$ cat src/rtl/sg_req_splitter_if.sv
// -----------------------------------------------------------------------------
// sg_req_splitter_if
// Bundles the transfer-control, SG-element and request handshake signals of
// sg_req_splitter.
//   slave  : the splitter's view (consumes SG elements, produces requests)
//   master : the surrounding logic's view (SG reader, control, request issue)
// Signals:
//   XFER_START/XFER_LEN   transfer start strobe and total length in words
//   XFER_BUSY/XFER_DONE   transfer status and completion pulse
//   SG_VALID/SG_EMPTY     SG element available / SG source empty (status only)
//   SG_REN                SG element consume strobe
//   SG_ADDR/SG_LEN        SG element byte address and length in words
//   REQ_VALID/REQ_ACK     request handshake
//   REQ_ADDR/REQ_LEN      request byte address and length in words (1..1024)
//   REQ_LAST              request ends the transfer
// -----------------------------------------------------------------------------
interface sg_req_splitter_if;
    logic        XFER_START;
    logic [31:0] XFER_LEN;
    logic        XFER_BUSY;
    logic        XFER_DONE;
    logic        SG_VALID;
    logic        SG_EMPTY;
    logic        SG_REN;
    logic [63:0] SG_ADDR;
    logic [31:0] SG_LEN;
    logic        REQ_VALID;
    logic        REQ_ACK;
    logic [63:0] REQ_ADDR;
    logic [10:0] REQ_LEN;
    logic        REQ_LAST;

    modport slave (
        input  XFER_START, XFER_LEN, SG_VALID, SG_EMPTY, SG_ADDR, SG_LEN, REQ_ACK,
        output XFER_BUSY, XFER_DONE, SG_REN, REQ_VALID, REQ_ADDR, REQ_LEN, REQ_LAST
    );

    modport master (
        output XFER_START, XFER_LEN, SG_VALID, SG_EMPTY, SG_ADDR, SG_LEN, REQ_ACK,
        input  XFER_BUSY, XFER_DONE, SG_REN, REQ_VALID, REQ_ADDR, REQ_LEN, REQ_LAST
    );
endinterface

$ cat src/rtl/sg_req_splitter.sv
// -----------------------------------------------------------------------------
// sg_req_splitter
// Pops {address, length} scatter-gather elements and cuts them into DMA read
// requests that never exceed C_MAX_REQ_WORDS, never cross a 4 KB address
// boundary and never run past the remaining transfer length.
// Ports:
//   CLK  clock
//   RST  asynchronous active-high reset
//   bus  sg_req_splitter_if.slave (transfer control, SG input, request output)
// Parameters:
//   C_MAX_REQ_WORDS  largest request in 32-bit words, power of two, 1..1024
// -----------------------------------------------------------------------------
module sg_req_splitter #(
    parameter int C_MAX_REQ_WORDS = 128
) (
    input  logic              CLK,
    input  logic              RST,
    sg_req_splitter_if.slave  bus
);

    typedef enum logic [2:0] {
        S_IDLE,
        S_WAIT_SG,
        S_CALC,
        S_ISSUE,
        S_DONE
    } state_t;

    localparam logic [31:0] MAX_WORDS = 32'(C_MAX_REQ_WORDS);

    state_t      state_reg;
    logic [31:0] xfer_rem_reg;   // words left in the transfer
    logic [31:0] elem_rem_reg;   // words left in the current element
    logic [63:0] addr_reg;       // address of the next request
    logic [10:0] chunk_reg;      // size of the request being issued
    logic        busy_reg;
    logic        done_reg;
    logic        req_valid_reg;
    logic        req_last_reg;

    logic [31:0] boundary_words;
    logic [31:0] chunk_next;
    logic [31:0] chunk_ext;

    // Words left before the next 4 KB boundary; an aligned address yields the
    // full 1024 words naturally because the subtrahend is zero.
    assign boundary_words = 32'd1024 - {22'd0, addr_reg[11:2]};
    assign chunk_ext      = {21'd0, chunk_reg};

    // Smallest of the four limits. The boundary term caps the result at 1024,
    // so it always fits the 11-bit request length.
    always_comb begin
        chunk_next = elem_rem_reg;
        if (xfer_rem_reg < chunk_next) begin
            chunk_next = xfer_rem_reg;
        end
        if (MAX_WORDS < chunk_next) begin
            chunk_next = MAX_WORDS;
        end
        if (boundary_words < chunk_next) begin
            chunk_next = boundary_words;
        end
    end

    // The element is consumed in the same cycle it is seen in WAIT_SG; the
    // state moves on at that edge, so the strobe lasts exactly one cycle.
    assign bus.SG_REN    = (state_reg == S_WAIT_SG) & bus.SG_VALID;

    assign bus.XFER_BUSY = busy_reg;
    assign bus.XFER_DONE = done_reg;
    assign bus.REQ_VALID = req_valid_reg;
    assign bus.REQ_ADDR  = addr_reg;
    assign bus.REQ_LEN   = chunk_reg;
    assign bus.REQ_LAST  = req_last_reg;

    always_ff @(posedge CLK or posedge RST) begin
        if (RST) begin
            state_reg     <= S_IDLE;
            xfer_rem_reg  <= 32'd0;
            elem_rem_reg  <= 32'd0;
            addr_reg      <= 64'd0;
            chunk_reg     <= 11'd0;
            busy_reg      <= 1'b0;
            done_reg      <= 1'b0;
            req_valid_reg <= 1'b0;
            req_last_reg  <= 1'b0;
        end else begin
            case (state_reg)
                S_IDLE: begin
                    if (bus.XFER_START) begin
                        xfer_rem_reg <= bus.XFER_LEN;
                        busy_reg     <= 1'b1;
                        if (bus.XFER_LEN == 32'd0) begin
                            done_reg  <= 1'b1;
                            state_reg <= S_DONE;
                        end else begin
                            state_reg <= S_WAIT_SG;
                        end
                    end
                end

                S_WAIT_SG: begin
                    if (bus.SG_VALID) begin
                        addr_reg     <= {bus.SG_ADDR[63:2], 2'b00};
                        elem_rem_reg <= bus.SG_LEN;
                        state_reg    <= S_CALC;
                    end
                end

                S_CALC: begin
                    if (elem_rem_reg == 32'd0) begin
                        // Empty element: nothing to issue, fetch the next one.
                        state_reg <= S_WAIT_SG;
                    end else begin
                        chunk_reg     <= chunk_next[10:0];
                        req_last_reg  <= (chunk_next == xfer_rem_reg);
                        req_valid_reg <= 1'b1;
                        state_reg     <= S_ISSUE;
                    end
                end

                S_ISSUE: begin
                    if (bus.REQ_ACK) begin
                        addr_reg      <= addr_reg + {51'd0, chunk_reg, 2'b00};
                        elem_rem_reg  <= elem_rem_reg - chunk_ext;
                        xfer_rem_reg  <= xfer_rem_reg - chunk_ext;
                        req_valid_reg <= 1'b0;
                        req_last_reg  <= 1'b0;
                        if (req_last_reg) begin
                            // Any element remainder is simply dropped here.
                            done_reg  <= 1'b1;
                            state_reg <= S_DONE;
                        end else if (elem_rem_reg == chunk_ext) begin
                            state_reg <= S_WAIT_SG;
                        end else begin
                            state_reg <= S_CALC;
                        end
                    end
                end

                S_DONE: begin
                    done_reg  <= 1'b0;
                    busy_reg  <= 1'b0;
                    state_reg <= S_IDLE;
                end

                default: begin
                    state_reg <= S_IDLE;
                end
            endcase
        end
    end

    // SG_EMPTY is status only, address bits [1:0] are forced to zero and the
    // minimum never exceeds 1024, so these bits carry no information here.
    logic unused_bits;
    assign unused_bits = ^{bus.SG_EMPTY, bus.SG_ADDR[1:0], chunk_next[31:11]};

endmodule

$ cat src/flat_wrapper.sv
// flat-port wrapper written by rule: the top's interface ports become plain ports
module sg_req_splitter_flat 
#(
    parameter int C_MAX_REQ_WORDS = 128
)
  (CLK, RST, bus_XFER_START, bus_XFER_LEN, bus_SG_VALID, bus_SG_EMPTY, bus_SG_ADDR, bus_SG_LEN, bus_REQ_ACK, bus_XFER_BUSY, bus_XFER_DONE, bus_SG_REN, bus_REQ_VALID, bus_REQ_ADDR, bus_REQ_LEN, bus_REQ_LAST);
  sg_req_splitter_if bus_i ();
  input  logic CLK;
  input  logic RST;
  input wire logic [$bits(bus_i.XFER_START)-1:0] bus_XFER_START;
  input wire logic [$bits(bus_i.XFER_LEN)-1:0] bus_XFER_LEN;
  input wire logic [$bits(bus_i.SG_VALID)-1:0] bus_SG_VALID;
  input wire logic [$bits(bus_i.SG_EMPTY)-1:0] bus_SG_EMPTY;
  input wire logic [$bits(bus_i.SG_ADDR)-1:0] bus_SG_ADDR;
  input wire logic [$bits(bus_i.SG_LEN)-1:0] bus_SG_LEN;
  input wire logic [$bits(bus_i.REQ_ACK)-1:0] bus_REQ_ACK;
  output wire logic [$bits(bus_i.XFER_BUSY)-1:0] bus_XFER_BUSY;
  output wire logic [$bits(bus_i.XFER_DONE)-1:0] bus_XFER_DONE;
  output wire logic [$bits(bus_i.SG_REN)-1:0] bus_SG_REN;
  output wire logic [$bits(bus_i.REQ_VALID)-1:0] bus_REQ_VALID;
  output wire logic [$bits(bus_i.REQ_ADDR)-1:0] bus_REQ_ADDR;
  output wire logic [$bits(bus_i.REQ_LEN)-1:0] bus_REQ_LEN;
  output wire logic [$bits(bus_i.REQ_LAST)-1:0] bus_REQ_LAST;
  assign bus_i.XFER_START = bus_XFER_START;
  assign bus_i.XFER_LEN = bus_XFER_LEN;
  assign bus_i.SG_VALID = bus_SG_VALID;
  assign bus_i.SG_EMPTY = bus_SG_EMPTY;
  assign bus_i.SG_ADDR = bus_SG_ADDR;
  assign bus_i.SG_LEN = bus_SG_LEN;
  assign bus_i.REQ_ACK = bus_REQ_ACK;
  assign bus_XFER_BUSY = bus_i.XFER_BUSY;
  assign bus_XFER_DONE = bus_i.XFER_DONE;
  assign bus_SG_REN = bus_i.SG_REN;
  assign bus_REQ_VALID = bus_i.REQ_VALID;
  assign bus_REQ_ADDR = bus_i.REQ_ADDR;
  assign bus_REQ_LEN = bus_i.REQ_LEN;
  assign bus_REQ_LAST = bus_i.REQ_LAST;
  sg_req_splitter #(.C_MAX_REQ_WORDS(C_MAX_REQ_WORDS)) u_core (.CLK(CLK), .RST(RST), .bus(bus_i));
endmodule
$ cat config.mk
export PLATFORM = sky130hd
export DESIGN_NAME = sg_req_splitter_flat
export DESIGN_NICKNAME = d
export VERILOG_FILES = /design/src/rtl/sg_req_splitter_if.sv /design/src/rtl/sg_req_splitter.sv /design/src/flat_wrapper.sv
export SDC_FILE = /design/constraint.sdc
export NUM_CORES = 1
export LEC_CHECK = 0
export BUFFER_PORTS_ARGS = -buffer_cell sky130_fd_sc_hd__buf_2
export CAP_MARGIN = 40
export CORE_MARGIN = 5
export CORE_UTILIZATION = 50
export CTS_BUF_LIST = sky130_fd_sc_hd__clkbuf_8
export DETAILED_ROUTE_END_ITERATION = 8
export PLACE_DENSITY = 0.79
export RECOVER_POWER = 50
export SYNTH_ARGS = -nofsm -noshare
export SYNTH_HDL_FRONTEND = slang
export SYNTH_SLANG_ARGS = --single-unit
$ cat constraint.sdc
create_clock -name CLK -period 9.9 [get_ports CLK]
set_clock_uncertainty 0.05 [all_clocks]
set_input_delay 0.99 -clock CLK [delete_from_list [all_inputs] [get_ports CLK]]
set_output_delay 0.99 -clock CLK [all_outputs]
set_load 0.01 [all_outputs]
==> results of run 1 <==
[how the worst min path moves through the flow]
stage,startpoint,to,slack [ns]
6_report,u_core.bus.REQ_ADDR[40],u_core.bus.REQ_ADDR[40],0.47
5_1_grt,u_core.bus.REQ_VALID,u_core.bus.REQ_VALID,0.50
4_1_cts,u_core.bus.REQ_ADDR[40],u_core.bus.REQ_ADDR[40],0.47
3_5_place_dp,u_core.bus.REQ_ADDR[40],u_core.bus.REQ_ADDR[40],0.44
3_3_place_gp,u_core.bus.REQ_VALID,u_core.bus.REQ_VALID,0.44
2_1_floorplan,u_core.elem_rem_reg[10],u_core.elem_rem_reg[10],0.43
[metal layers]
layer	vias up	track usage [%]	wire, µm
li1	5612	-	-
met1	5595	37.6	15200
met2	600	46.0	17100
met3	99	7.50	3450
met4	10	8.53	1090
met5	-	0	58
[cell usage in the layout, fill, tap and decap left out, types with 6 or more instances in the layout]
cell / synthesis / layout
a22oi_1: 13 / 13
nor2_1: 129 / 128
inv_1: 87 / 87
a21oi_1: 162 / 161
o22ai_1: 33 / 33
a211oi_1: 18 / 18
nand2b_1: 10 / 10
buf_4: 2 / 13
a311oi_1: 10 / 10
and3_1: 34 / 34
and2_1: 11 / 10
o2bb2a_1: 8 / 8
nand3b_1: 6 / 6
o21a_1: 10 / 10
a21o_1: 16 / 16
dfrtp_1: 144 / 144
a2bb2oi_1: 8 / 8
nor2b_1: 15 / 15
o22a_1: 17 / 17
inv_6: 0 / 7
nor3_1: 35 / 35
nand4_1: 40 / 40
or3_1: 17 / 17
o21ai_0: 79 / 79
clkbuf_1: 67 / 39
or4_1: 8 / 8
o211ai_1: 6 / 6
clkbuf_8: 0 / 17
ha_1: 75 / 75
xor2_1: 7 / 7
nor4_1: 19 / 19
o311ai_0: 8 / 8
a31oi_1: 29 / 29
nand2_1: 122 / 120
buf_2: 4 / 171
xnor2_1: 17 / 17
nand3_1: 59 / 59
[synthesized netlist by cell type (all sizes together) (20+ instances only)]
| master | count | share of area, % |
|---|---|---|
| and3 | 34 | 1.9 |
| o21ai | 79 | 3.5 |
| nand3 | 59 | 2.6 |
| nor4 | 23 | 1.6 |
| nand4 | 40 | 2.2 |
| nor2 | 129 | 4.3 |
| ha | 75 | 8.4 |
| a211oi | 20 | 1.4 |
| a31oi | 30 | 1.7 |
| o22ai | 33 | 1.8 |
| nor3 | 37 | 1.8 |
| a21oi | 163 | 7.4 |
| nand2 | 122 | 4.1 |
| inv | 87 | 2.9 |
| clkbuf | 67 | 2.2 |
| dfrtp | 144 | 32 |
[cell type report]
type	count	area [µm²]	area share, %
inverters	87	328	2.56
flip-flops and latches	144	3600	28.1
clock inverters	15	145	1.13
multi-input cells	1112	7010	54.8
diodes	1	2.50	0.0195
clock buffers	17	234	1.83
well taps	280	350	2.74
repair buffers	225	1130	8.80
[power groups by stage]
stage | Clock [mW] | Sequential, mW | Combinational (mW)
3_5_place_dp | 0 | 1.29 | 2.65
6_report | 0.468 | 1.30 | 2.67
3_3_place_gp | 0 | 1.27 | 2.55
4_1_cts | 0.475 | 1.28 | 2.67
2_1_floorplan | 0 | 1.22 | 1.90
5_1_grt | 0.507 | 1.34 | 3.00
[per-stage QoR]
step | cells | utilization (%) | worst slack, ns
after floorplan | 1425 | - | 4.99
after global placement | 1845 | 56.7 | 3.92
after detailed placement | 1848 | 56.9 | 4.14
after CTS | 1880 | 58.6 | 4.06
after global routing | 1881 | 58.3 | 2.47
final | 1881 | 58.3 | 3.64
[kinds of logic after synthesis]
family | after synthesis | share of synthesized area, %
DFF | 144 | 32.1
xor gates and xnor gates | 24 | 1.87
and+or+nand+nor | 524 | 23.4
buffers and inverters | 169 | 5.83
other | 2 | 0.0669
adders and majority gates | 78 | 8.89
AOI/OAI and AO/OA | 474 | 27.2
muxes | 7 | 0.668
[worst register-to-register path, cell delays in order, from the launching register on]
cell	delay (ns)
dfrtp_1	0.45
or4_1	0.65
nor4_4	0.38
nand4_1	0.37
a211oi_2	0.41
nor2b_1	0.56
a22oi_1	0.25
ha_1	0.35
a21o_1	0.19
a21o_1	0.17
a21oi_1	0.18
o21ai_0	0.12
a21oi_1	0.14
o21ai_0	0.12
a31oi_2	0.43
buf_6	0.24
mux2i_1	0.26
a21o_1	0.15
o221ai_1	0.10
o31ai_1	0.25
==> summary.txt, run 1 <==
Post-synth EDFFs: 0
Largest net degree at the start of global routing: 71
Maxcap violations: 3
Total Nets Final: 1799
Rel. slew slack: -114%
Arr. time, crit path: 6.16 ns
Cell Int Power: 2.11 mW
H-tree levels: 4
Startpoint types: input port
Psw: 2.33 mW
GRT Util Overall: 28.4%
Critical path origin: RST
Final Critical Period: 6.26 ns
Hold-critical path depth: 1
Detailed placement HPWL: 27.2 mm
Number of synthesized register bits: 144
Sw Ratio: 52.5%
Crit path capture type: asynchronous set/reset pin
Die Y: 160 µm
Reg-to-reg startpoint: u_core.elem_rem_reg[20]
WHS: 0.471 ns
Final period util: 63.3%
First-pass GRT wire length: 60.3 mm
DRC Markers: 0
# port buffers: 208
Vias/cell: 6.33
Initial Util: 51.1%
Initial antenna violation count: 6
Clock sink total: 144
CP max FO: 70
Endpoints failing setup: 0
Die area: 25600 µm²
P per Cell Area: 347 nW/µm²
Core area: 22000 µm²
Share of cells above drive strength 1: 15.3%
Violated checks: capacitance limit, slew limit
Data required, critical path: 9.80 ns
Crit path top cell by count: clkbuf_1
Avg Synthesized Cell Area: 7.90 µm²
Cts repair resizes: 0
Logic pwr share: 60.2%
Netlist Area Pre-Place: 11200 µm²
Number of flip-flops in the largest register: 62
Seq pwr share: 29.2%
Wirelength per Cell: 19.6 µm
Fill cells: 2016
Seq/Total Area, Yosys: 32.1%
First-pass DRT Iterations: 5
WP depth: 4
Row cnt: 54
Cell area after layout: 12800 µm²
Status: finished with violations
Setup CP Type: in -> async
GR Overflow Total: 0
CTS tree: built
Setup TNS: 0 ns
VDD IR-drop max: 156 µV
Post-CTS Setup Repair Bufs: 0
Slew Limit Fails: 168
I/O pins: 214
Initial DRC count: 1190
Min-delay worst type: reg -> reg
Reg2Reg Depth: 19
Clock latency on the worst-skew pair: 0.48 ns
RSZ-0062 raised after global routing: no
Final hold violations: 0
Hold-fix buffers, CTS: 0
Critical path cell sequence: buf_2 -> clkinvlp_2 -> clkbuf_1 -> clkbuf_1
Vias in the first global route: 11300
Area grow syn2layout: 14.0%
Synth cell types: 78
Cell at the slowest stage of the critical path: clkbuf_1
GP Congestion: 0.963
Clk buf depth: 2
Gate Count Post-Synth: 1422
Slew @ Worst Pin: 3.19 ns
Buf/Inv on CP: 4
Clk pwr share: 10.5%
R2R Setup Slk: 4.01 ns
Share of flip-flops with an asynchronous set or reset: 100%
Synth Flop Type: dfrtp_1
Max stage delay on crit path: 2.11 ns
Clock-pin slew on the worst setup and hold paths: 0.09 ns
Ys Warns: 0
Total CTS buffers: 17
Static leakage: 5.54 nW
Worst Setup EP: u_core.xfer_rem_reg[11]
Post-DP Area: 12500 µm²
Clk root buf: clkbuf_8
Reg-to-Reg End: u_core.bus.REQ_LAST
Post-route ant nets: 0
Crit-path leading delay family: buffers and inverters
Total Wirelength: 36.9 mm
Die X: 160 µm
Total power: 4.44 mW
Fmax: 160 MHz
DR vias: 11900
Power figures use the tool's default switching activity.
==> run 2: changes to the inputs <==
Clock period 9.9 ns to 5.9 ns, I/O delays scaled along.
==> summary.txt, run 2 (synthesized netlist as in run 1, its figures left out) <==
Min-delay worst type: in -> reg
Static leakage: 5.55 nW (about the same)
# port buffers: 208 (unchanged)
Hold-critical path depth: 3 (+2)
Die Y: 160 µm (unchanged)
RSZ-0062 raised after global routing: no
Row cnt: 54 (unchanged)
Met1 global-route usage: 38.1% (+0.50 points)
Hold_sp: bus_SG_ADDR[33]
Clk pwr share: 10.9% (+0.4 points)
Final hold violations: 0 (unchanged)
Reg2Reg Depth: 22 (+3)
Area grow syn2layout: 14.7%
Cell Count, Final, Fillers Out: 1891 (+0.53%)
Setup TNS: 0 ns (unchanged)
DRC Markers: 0 (unchanged)
First-pass DRT Iterations: 5 (unchanged)
Number of flip-flops in the largest register: 62 (unchanged)
Startpoint types: flop
Reg-to-reg startpoint: u_core.elem_rem_reg[2]
Reg-to-Reg End: u_core.bus.REQ_LAST
GR Overflow Total: 0 (unchanged)
Total Wirelength: 37.1 mm (+0.54%)
Data required, critical path: 6.19 ns (-3.61 ns)
Seq pwr share: 28.3% (-0.9 points)
Psw: 3.89 mW (+67%)
Arr. time, crit path: 5.84 ns (-0.32 ns)
Share of cells above drive strength 1: 14.5% (-0.78 points)
H-tree levels: 4 (unchanged)
Vias in the first global route: 11400 (+0.72%)
Hold Path Sink: u_core.bus.REQ_ADDR[33]
GRT Util Overall: 28.4% (-0.059 points)
Cell area after layout: 12900 µm² (+0.65%)
Clock sink total: 144 (unchanged)
Post-DP Area: 12600 µm² (+0.79%)
Total CTS buffers: 17 (unchanged)
Vias/cell: 6.30 (-0.49%)
R2R Setup Slk: 0.35 ns (-3.66 ns)
Fmax: 180 MHz
Die X: 160 µm (unchanged)
Total Nets Final: 1810 (+0.61%)
Maxcap violations: 1 (-2)
Initial Util: 51.1% (unchanged)
First-pass GRT wire length: 60.2 mm (-0.11%)
Largest net degree at the start of global routing: 98 (+38%)
I/O pins: 214 (unchanged)
P per Cell Area: 584 nW/µm² (+68%)
Clk buf depth: 2 (unchanged)
Final Critical Period: 5.55 ns
Core area: 22000 µm² (unchanged)
Detailed placement HPWL: 27.6 mm (+1.5%)
Rel. slew slack: -146% (-33 points)
VDD IR-drop max: 395 µV (+150%)
Cell Int Power: 3.63 mW (+72%)
Hold-fix buffers, CTS: 0 (unchanged)
DR vias: 11900 (+0.042%)
Sw Ratio: 51.7% (-0.84 points)
Clock latency on the worst-skew pair: 0.47 ns (about the same)
GRT busiest layer: met2
Commonest cells after routing, fill and taps aside: a21oi_1, buf_2, dfrtp_1
Wirelength per Cell: 19.6 µm (about the same)
Slew Limit Fails: 66 (-61%)
Placed cell count: 1859 (+0.60%)
Violated checks: capacitance limit, slew limit
Met3 usage in global routing: 6.52% (-0.98 points)
Crit path capture type: flop
Cts repair resizes: 0 (unchanged)
Final period util: 94.0%
GR Layer Usage met2: 46.1% (about the same)
Setup CP Type: reg -> reg
CP max FO: 11 (-84%)
CTS tree: built
Status: finished with violations
Slew @ Worst Pin: 3.69 ns (+0.506 ns)
Post-CTS Setup Repair Bufs: 0 (unchanged)
Clock-pin slew on the worst setup and hold paths: 0.10 ns (about the same)
Endpoints failing setup: 0 (unchanged)
Initial antenna violation count: 5 (-1)
Clk root buf: clkbuf_8
Die area: 25600 µm² (unchanged)
WHS: 0.280 ns (-0.192 ns)
Most common cell after layout, fill and taps aside: a21oi_1
Logic pwr share: 60.8% (+0.6 points)
Initial DRC count: 1074 (-9.7%)
GP Congestion: 0.925 (-3.9%)
Post-route ant nets: 0 (unchanged)
-- run 2: cell types whose count changed in the layout (fill, tap and decap cells not counted), moves of 2 or more --
cell,delta
bufinv_16,+2
clkinv_2,+2
inv_6,-5
buf_2,-23
buf_4,+12
clkinvlp_4,+4
inv_8,-2
clkbuf_1,+22
clkinv_8,-2
-- run 2: through the flow --
step                total power [mW]  utilization [%]  worst slack (ns)
finish                          7.52             58.7             0.352
global route                    8.19             58.7             0.162
CTS                             7.51             59.1             0.497
detailed placement              6.67             57.4             0.530
global placement                6.47             57.1             0.685
floorplan                       5.24                -              1.35
-- run 2: worst max-delay path, cell delays in order, from the launching register on --
cell and delay, ns:
dfrtp_1 0.43, inv_1 0.08, ha_1 0.32, a211o_1 0.30, a31oi_1 0.24, nor4b_1 0.10
o31a_1 0.33, nor4_2 0.57, and2_4 0.31, a22oi_1 0.11, ha_1 0.33, a21o_1 0.18
a21o_1 0.17, a21oi_1 0.19, o21ai_0 0.12, a21oi_1 0.14, o21ai_0 0.11, a31oi_2 0.48
buf_4 0.29, o2111ai_1 0.13, o41ai_2 0.08, nand2_1 0.08, o31ai_1 0.29
-- run 2: final cells by class --
cell class / count / area, µm²
diodes: 1 / 2.50
inverters: 87 / 328
flip-flops and latches: 144 / 3600
repair buffers: 236 / 1200
clock inverters: 13 / 138
multi-input cells: 1112 / 7010
clock buffers: 18 / 248
well taps: 280 / 350
fillers: 2038 / 9070
-- run 2: worst max path at each step --
stage	from	depth (start not counted)	slack [ns]	endpoint
final	u_core.elem_rem_reg[2]	22	0.35	u_core.bus.REQ_LAST
after global routing	u_core.elem_rem_reg[2]	22	0.16	u_core.bus.REQ_LAST
after CTS	u_core.elem_rem_reg[2]	22	0.50	u_core.bus.REQ_LAST
after detailed placement	u_core.elem_rem_reg[2]	22	0.53	u_core.bus.REQ_LAST
after global placement	u_core.elem_rem_reg[2]	22	0.69	u_core.bus.REQ_LAST
after floorplan	u_core.elem_rem_reg[11]	21	1.35	u_core.bus.REQ_LAST
-- run 2: power groups by stage --
stage	combinational, mW	clock [mW]	sequential [mW]
4_1_cts	4.59	0.825	2.10
6_report	4.58	0.817	2.13
3_3_place_gp	4.38	0	2.09
3_5_place_dp	4.55	0	2.12
2_1_floorplan	3.20	0	2.04
5_1_grt	5.11	0.872	2.20
-- run 2: routing by layer --
layer	up-vias	share of wire [%]
met5	-	0.15
met4	8	2.4
met3	73	9.1
met2	581	47
met1	5627	42
li1	5632	-
==> run 3: changes to the inputs <==
Settings changed: REMOVE_ABC_BUFFERS set to 1.
==> summary.txt, run 3 (synthesized netlist as in run 1, its figures left out) <==
Number of flip-flops in the largest register: 62 (unchanged)
Final hold violations: 0 (unchanged)
Setup TNS: 0 ns (unchanged)
Most common cell after layout, fill and taps aside: buf_2
DR vias: 12000 (+0.91%)
Cell area after layout: 12900 µm² (+0.11%)
Cts repair resizes: 0 (unchanged)
Detailed placement HPWL: 26.8 mm (-3.0%)
Crit-path leading delay family: compound AO/OA/AOI/OAI gates
First-pass GRT wire length: 59.1 mm (-2.0%)
Largest net degree at the start of global routing: 83 (-15%)
Clk root buf: clkbuf_8
Crit path capture type: flop
WHS: 0.270 ns (-0.00971 ns)
Area grow syn2layout: 14.8%
Row cnt: 54 (unchanged)
GR Overflow Total: 0 (unchanged)
Total Wirelength: 36.3 mm (-2.0%)
Seq pwr share: 28.6% (+0.3 points)
CTS tree: built
Clk pwr share: 11.0% (about the same)
Initial antenna violation count: 3 (-2)
Min-delay worst type: in -> reg
R2R Setup Slk: 0.46 ns (+0.11 ns)
DRC Markers: 0 (unchanged)
Reg-to-reg startpoint: u_core.elem_rem_reg[2]
Wirelength per Cell: 19.3 µm (-1.7%)
Clock sink total: 144 (unchanged)
Final period util: 92.2% (-1.9 points)
Final Critical Period: 5.44 ns (-0.110 ns)
I/O pins: 214 (unchanged)
Die area: 25600 µm² (unchanged)
Violated checks: capacitance limit, slew limit
Static leakage: 5.59 nW (+0.83%)
Die X: 160 µm (unchanged)
Fmax: 184 MHz (+2.0%)
P per Cell Area: 585 nW/µm² (+0.17%)
Rel. slew slack: -107% (+40 points)
Total Nets Final: 1804 (-0.33%)
First-pass DRT Iterations: 5 (unchanged)
Core area: 22000 µm² (unchanged)
Die Y: 160 µm (unchanged)
Reg2Reg Depth: 23 (+4.5%)
Status: finished with violations
Psw: 3.93 mW (+0.99%)
Hold-fix buffers, CTS: 0 (unchanged)
VDD IR-drop max: 256 µV (-35%)
Vias in the first global route: 11600 (+1.1%)
Logic pwr share: 60.4% (-0.4 points)
# port buffers: 208 (unchanged)
GP Congestion: 0.906 (-2.1%)
Total power: 7.54 mW (+0.28%)
Final worst slack: 0.462 ns (+0.110 ns)
Setup CP Type: reg -> reg
Reg-to-Reg End: u_core.bus.REQ_LAST
Cell at the slowest stage of the critical path: a31oi_2
Initial Util: 51.1% (unchanged)
Buf/Inv on CP: 3 (+1)
Slew @ Worst Pin: 3.10 ns (-0.594 ns)
Commonest cells after routing, fill and taps aside: buf_2, a21oi_1, dfrtp_1
CP max FO: 13 (+2)
Vias/cell: 6.38 (+1.2%)
Post-CTS Setup Repair Bufs: 0 (unchanged)
Post-route ant nets: 0 (unchanged)
Fill cells: 1997 (-2.0%)
Startpoint types: flop
Post-DP Area: 12600 µm² (-0.34%)
Critical path cell sequence: inv_1 -> ha_1 -> a211o_1 -> a31oi_1 -> nor4b_1 -> o31a_1 -> nor4_2 -> buf_4 -> nor2b_1 -> a22oi_1 -> ha_1 -> a21o_1 -> a21o_1 -> a21oi_1 -> o21ai_0 -> a21oi_1 -> o21ai_0 -> a31oi_2 -> buf_4 -> nor2_1 -> a21oi_1 -> o221ai_1 -> o31ai_1
Hold-critical path depth: 3 (unchanged)
Max stage delay on crit path: 0.47 ns (-0.10 ns)
Clock latency on the worst-skew pair: 0.49 ns (+0.02 ns)
Crit path top cell by count: a21oi_1
Clock-pin slew on the worst setup and hold paths: 0.11 ns (about the same)
Hold_sp: bus_SG_ADDR[33]
GRT Util Overall: 27.7% (-0.66 points)
Cell Int Power: 3.62 mW (-0.48%)
Arr. time, crit path: 5.76 ns (-0.08 ns)
Hold Path Sink: u_core.bus.REQ_ADDR[33]
Worst slack at placement: 0.622 ns (+0.0926 ns)
Endpoints failing setup: 0 (unchanged)
Slew Limit Fails: 149 (+130%)
Data required, critical path: 6.22 ns (+0.03 ns)
H-tree levels: 4 (unchanged)
RSZ-0062 raised after global routing: no
Share of cells above drive strength 1: 15.8% (+1.2 points)
Maxcap violations: 3 (+2)
Initial DRC count: 1098 (+2.2%)
Clk buf depth: 2 (unchanged)
Sw Ratio: 52.1% (+0.37 points)
Total CTS buffers: 17 (unchanged)
==> run 3: cell types whose count changed in the layout (fill, tap and decap cells not counted), sizes merged <==
| cell | before | now |
|---|---|---|
| clkbuf | 79 | 56 |
| buf | 175 | 191 |
| inv | 89 | 97 |
| clkinvlp | 6 | 3 |
| clkinv | 3 | 1 |
| bufinv | 2 | 1 |
==> run 3: routing by layer <==
metal	share of wire, %	wire length (µm)	track usage [%]	up-vias
met5	0.11	41	0	-
met4	3.4	1220	10.1	6
met3	9.3	3380	6.75	103
met2	46	16700	43.8	619
met1	41	15000	37.1	5685
li1	-	-	-	5616
==> run 3: worst max-delay path by stage <==
stage                                  startpoint                       to  cells after the start
after CTS                  u_core.elem_rem_reg[2]      u_core.bus.REQ_LAST                     23
final                      u_core.elem_rem_reg[2]      u_core.bus.REQ_LAST                     23
after global placement     u_core.elem_rem_reg[2]      u_core.bus.REQ_LAST                     23
after floorplan               u_core.state_reg[0]  u_core.elem_rem_reg[24]                      6
after global routing      u_core.elem_rem_reg[11]      u_core.bus.REQ_LAST                     22
after detailed placement   u_core.elem_rem_reg[2]      u_core.bus.REQ_LAST                     23
==> run 3: power groups by stage <==
stage | Combinational (mW) | Clock, mW | Sequential, mW
after floorplan | 3.12 | 0 | 2.07
after global placement | 4.34 | 0 | 2.12
after detailed placement | 4.51 | 0 | 2.14
after CTS | 4.54 | 0.835 | 2.13
after global routing | 5.10 | 0.881 | 2.23
final | 4.56 | 0.830 | 2.16
==> run 3: worst min-delay path: stages <==
cell	delay [ns]
buf_2	0.07
nand2_1	0.04
nand3_1	0.07
==> run 3: per-stage QoR <==
step / instances / util, %
after floorplan: 1343 / -
after global placement: 1851 / 57.0
after detailed placement: 1853 / 57.2
after CTS: 1885 / 59.0
after global routing: 1885 / 58.7
final: 1886 / 58.7
==> run 3: layout make-up <==
cell class                      count  area (µm²)  share of cell area (%)
Antenna cell                        1        2.50                  0.0194
Tap cell                          280         350                    2.72
Inverter                           87         328                    2.54
Multi-Input combinational cell   1112        7020                    54.4
Sequential cell                   144        3600                    27.9
Timing Repair Buffer              230        1200                    9.28
Clock inverter                     15         163                    1.26
Clock buffer                       17         234                    1.81
